**src/rtl/gearbox_pkg.sv**
```systemverilog
// Shared definitions for the gearbox write arbiter: FSM encoding and word geometry.
package gearbox_pkg;

  typedef enum logic {
    IDLE  = 1'b0,
    GRANT = 1'b1
  } state_e;

  localparam int GB_WORD_W   = 16;
  localparam int NUM_REQ_MAX = 4;

  function automatic logic [1:0] next_idx(input logic [1:0] idx);
    return idx + 2'd1;
  endfunction

endpackage

```
**src/rtl/gearbox_wr_arb_rr_pick4.sv**
```systemverilog
// Combinational round-robin picker: first set bit of req at or above ptr, wrapping modulo 4.
module rr_pick4
  import gearbox_pkg::*;
(
  input  logic [NUM_REQ_MAX-1:0] req,
  input  logic [1:0]             ptr,
  output logic                   found,
  output logic [1:0]             idx
);

  logic [1:0] cand;

  always_comb begin
    found = 1'b0;
    idx   = ptr;
    cand  = ptr;
    for (int k = 0; k < NUM_REQ_MAX; k++) begin
      cand = ptr + 2'(k);
      if (!found && req[cand]) begin
        found = 1'b1;
        idx   = cand;
      end
    end
  end

endmodule

```
**src/rtl/gearbox_wr_arb.sv**
```systemverilog
// Round-robin write arbiter feeding a gearbox: a grant is held for one packet or MAX_BURST
// words, and accepted words pass through a single-word output register that stalls on full.
module gearbox_wr_arb
  import gearbox_pkg::*;
#(
  parameter int NUM_REQ   = 4,
  parameter int MAX_BURST = 8
) (
  input  logic                         clk_400MHz,
  input  logic                         res_n,
  input  logic [NUM_REQ-1:0]           req_valid,
  input  logic [NUM_REQ*GB_WORD_W-1:0] req_data,
  input  logic [NUM_REQ-1:0]           req_last,
  output logic [NUM_REQ-1:0]           req_ready,
  input  logic                         full,
  output logic                         shift_in,
  output logic [GB_WORD_W-1:0]         data_in,
  output logic [1:0]                   grant_id,
  output logic                         busy
);

  localparam logic [3:0] BURST_LAST = 4'(MAX_BURST - 1);

  state_e               state_q;
  logic [1:0]           rr_ptr_q;
  logic [1:0]           grant_q;
  logic [3:0]           burst_q;
  logic                 ovalid_q, ovalid_d;
  logic [GB_WORD_W-1:0] odata_q, odata_d;

  logic                 pick_found;
  logic [1:0]           pick_idx;
  logic                 consume;
  logic                 out_free;
  logic                 accept;
  logic                 last_accept;
  logic [GB_WORD_W-1:0] gnt_word;

  rr_pick4 u_pick (
    .req   (req_valid),
    .ptr   (rr_ptr_q),
    .found (pick_found),
    .idx   (pick_idx)
  );

  // The output slot can take a new word when empty or when its current word leaves this cycle.
  assign consume     = ovalid_q & ~full;
  assign out_free    = ~ovalid_q | consume;
  assign gnt_word    = req_data[{grant_q, 4'h0} +: GB_WORD_W];
  assign accept      = (state_q == GRANT) & out_free & req_valid[grant_q];
  assign last_accept = accept & (req_last[grant_q] | (burst_q == BURST_LAST));

  always_comb begin
    req_ready = '0;
    if ((state_q == GRANT) && out_free) begin
      req_ready[grant_q] = 1'b1;
    end
  end

  always_comb begin
    ovalid_d = ovalid_q;
    odata_d  = odata_q;
    if (accept) begin
      ovalid_d = 1'b1;
      odata_d  = gnt_word;
    end else if (consume) begin
      ovalid_d = 1'b0;
    end
  end

  always_ff @(posedge clk_400MHz or negedge res_n) begin
    if (!res_n) begin
      ovalid_q <= 1'b0;
      odata_q  <= '0;
    end else begin
      ovalid_q <= ovalid_d;
      odata_q  <= odata_d;
    end
  end

  // Arbitration takes one IDLE cycle; release happens on the edge after the final accept.
  always_ff @(posedge clk_400MHz or negedge res_n) begin
    if (!res_n) begin
      state_q  <= IDLE;
      rr_ptr_q <= 2'd0;
      grant_q  <= 2'd0;
      burst_q  <= 4'd0;
    end else begin
      case (state_q)
        IDLE: begin
          if (pick_found) begin
            grant_q <= pick_idx;
            burst_q <= 4'd0;
            state_q <= GRANT;
          end
        end
        GRANT: begin
          if (accept) begin
            burst_q <= burst_q + 4'd1;
          end
          if (last_accept) begin
            state_q  <= IDLE;
            rr_ptr_q <= next_idx(grant_q);
          end
        end
        default: state_q <= IDLE;
      endcase
    end
  end

  assign shift_in = ovalid_q;
  assign data_in  = odata_q;
  assign grant_id = grant_q;
  assign busy     = (state_q == GRANT);

endmodule
```
**config.mk**
```make
export PLATFORM = sky130hd
export DESIGN_NAME = gearbox_wr_arb
export DESIGN_NICKNAME = d
export VERILOG_FILES = /design/src/rtl/gearbox_pkg.sv /design/src/rtl/gearbox_wr_arb_rr_pick4.sv /design/src/rtl/gearbox_wr_arb.sv
export SDC_FILE = /design/constraint.sdc
export NUM_CORES = 1
export LEC_CHECK = 0
export CAP_MARGIN = 15
export CORE_ASPECT_RATIO = 1.2
export CORE_MARGIN = 3
export CORE_UTILIZATION = 38
export CTS_CLUSTER_DIAMETER = 60
export DETAILED_ROUTE_END_ITERATION = 8
export PLACE_DENSITY = 0.81
export SETUP_SLACK_MARGIN = 0.1
export SYNTH_ARGS = -nofsm -noshare
export SYNTH_HDL_FRONTEND = slang
export SYNTH_HIERARCHICAL = 1
export SYNTH_SLANG_ARGS = --single-unit
```
**constraint.sdc**
```tcl
create_clock -name clk_400MHz -period 2.5 [get_ports clk_400MHz]
set_clock_uncertainty 0.2 [all_clocks]
set_input_delay 0.5 -clock clk_400MHz [delete_from_list [all_inputs] [get_ports clk_400MHz]]
set_output_delay 0.5 -clock clk_400MHz [all_outputs]
set_load 0.02 [all_outputs]
```
==> results.json <==
{
  "path_max_fanout": 5,
  "status": "finished clean",
  "firstDrtPassIters": 4,
  "wire_per_inst_um": 17.5,
  "drt_iter0_markers": 43,
  "cts.sinks": 26,
  "yosysTopAreaCellShare": 0.385,
  "slew_headroom": 0.782,
  "numCtsBuffers": 3,
  "setup_violations": 0,
  "rrSetupSlack_ps": 370,
  "grt_pass1_vias": 1738,
  "drv_slew": 0,
  "grt_pass1_wl_mm": 8.05,
  "hold_ws_ps": 314,
  "endpoint_kind": "output pin",
  "multiInputGateArea_um2": 985,
  "tightest_slew_ps": 326,
  "drv_cap": 0,
  "fin_nets": 309,
  "coreArea_um2": 4100,
  "path_clk_slew_ps": 90,
  "fp.dieW_um": 66.9,
  "synthToLayoutAreaGrowth_pct": 71.4,
  "cts_buffer_depth": 2,
  "fin_crit_ps": 2350,
  "netlist_area_um2": 1690,
  "antennaDiodeCount": 0,
  "wirelength_mm": 4.92,
  "synth-async-reset-ratio": 1.00,
  "seqCellArea_um2": 652,
  "ir_drop_uv": 711,
  "fmax_ghz": 0.425,
  "yosysTopAreaCell": "dfrtp_1",
  "grt_max_degree": 27,
  "synthTopCellsByCount": "dfrtp_1, mux2_2, mux4_2",
  "synth_cell_type_count": 34,
  "yosysMostFrequentCell": "dfrtp_1",
  "clk_latency_ps": 270,
  "n_fill_cell": 285,
  "port_buffers": 98,
  "worstSetupPathType": "primary input to output pin",
  "die_h_um": 79.1,
  "leakagePower_nw": 1.22,
  "grt_usage": 0.202,
  "dr_total_vias": 1477,
  "synth_warnings": 6,
  "ant_nets": 0,
  "place.gp.congestion": 0.811,
  "rsz0062_at_grt": "false",
  "synthTopCellsByArea": "dfrtp_1, mux4_2, mux2_2",
  "powerDensity_nw_per_um2": 1120,
  "ys_ff_latch": 26,
  "cts_hold_buffers": 0,
  "finalCritPeriodShare": 0.941,
  "hold_violations": 0,
  "dieArea_um2": 5290,
  "cp.arrival_ps": 1650,
  "hpwl_mm": 4.22,
  "route.detailed.drc": 0,
  "grt_overflow": 0,
  "holdPathStages": 1,
  "io_pins": 99,
  "r2r_start": "grant_id[0]",
  "min_from": "burst_q[0]",
  "clockRootBuffer": "clkbuf_8",
  "ys.flop_type": "dfrtp_1",
  "required_ps": 1800,
  "cp-start-kind": "primary input",
  "rr_endpoint": "data_in[12]",
  "cts-htree-levels": 1,
  "hp-class": "register to register",
  "drive_above_1_share": 0.232,
  "initial_core_util": 0.413,
  "num_rows": 25,
  "post-route-util": 0.707,
  "r2r_cells": 5,
  "synth.yosys.seq_area_share": 0.385,
  "synth.avg_cell_area_um2": 14.2,
  "cts_tree": "yes",
  "synth_nets": 199,
  "grt_antenna_before_repair": 0,
  "viasPerCell": 5.24,
  "syn_inst": 119,
  "min_to": "burst_q[0]",
  "synth_edf_count": 0
}
==> through the flow <==
stage | instance area, µm² | total power, W | cells | setup WS, ps | TNS [ps]
after floorplan | 1690 | 0.00204 | 119 | 275 | 0
after global placement | 2820 | 0.00286 | 278 | -126 | -499
after detailed placement | 2820 | 0.00294 | 278 | -148 | -526
after CTS | 2890 | 0.00329 | 282 | 112 | 0
after global routing | 2900 | 0.00346 | 282 | 106 | 0
final | 2900 | 0.00325 | 282 | 147 | 0
==> cell families after synthesis <==
logic type      count (synthesis)  synth area share
simple gates                   27            0.0896
fa+ha+maj                       5            0.0370
buf+inv                        10            0.0326
xor+xnor                        1           0.00518
mux                            40             0.400
compound gates                 10            0.0503
flops                          26             0.385
==> critical path, stage by stage <==
cell	delay, ps
clkdlybuf4s50_1	420
a21boi_1	140
buf_4	160
and2_1	140
clkdlybuf4s15_1	300
==> sequential cells by signal, indices dropped and copies added, names as in the netlist <==
signal    cells
burst_q       4
shift_in      1
grant_id      2
busy          1
rr_ptr_q      2
data_in      16
==> metal layers <==
metal	share of wire	vias to the layer above	GRT usage
met2	0.59	64	0.395
li1	-	683	-
met1	0.33	724	0.210
met4	0.010	0	0.0446
met5	0	-	0
met3	0.069	6	0.0481
==> power breakdown <==
part	switching [W]	internal, W	leakage (nW)
Sequential	0.000177	0.000646	0.307
Combinational	0.000882	0.00120	0.878
Clock	0.000133	0.000214	0.0357
Total	0.00119	0.00206	1.22
==> cell type report <==
class / instances / share of cell area
Tap cell: 54 / 0.0233
Sequential cell: 26 / 0.225
Timing Repair Buffer: 111 / 0.382
Clock inverter: 1 / 0.0104
Multi-Input combinational cell: 83 / 0.340
Inverter: 4 / 0.00518
Clock buffer: 3 / 0.0143
==> repair_timing <==
| item | in CTS | in global routing |
|---|---|---|
| endpoints found under the setup margin | 5 | 5 |
| setup buffers | 0 | 0 |
| gates resized for setup | 5 | 5 |
| hold endpoints to repair | 0 | 0 |
==> how the worst max path moves through the flow <==
| stage | from | to | slack, ps | cells past startpoint |
|---|---|---|---|---|
| finish | full | req_ready[3] | 150 | 5 |
| global route | full | req_ready[1] | 110 | 5 |
| CTS | full | req_ready[1] | 110 | 5 |
| detailed placement | full | req_ready[1] | -150 | 5 |
| global placement | full | req_ready[1] | -130 | 5 |
| floorplan | grant_id[1] | req_ready[1] | 270 | 5 |
==> cells in the final DEF (no fill, tap or decap), drive strengths merged, types with 2 or more instances in the layout <==
master,synthesis,routed
buf,6,13
nand2,9,9
and3,2,2
and2,4,4
nand2b,3,3
inv,4,4
mux2,20,20
dfrtp,26,26
ha,5,5
clkbuf,0,3
clkdlybuf4s50,0,93
nor2,2,2
mux4,18,18
and3b,2,2
clkdlybuf4s15,0,4
mux2i,2,2
Power figures use the tool's default switching activity.
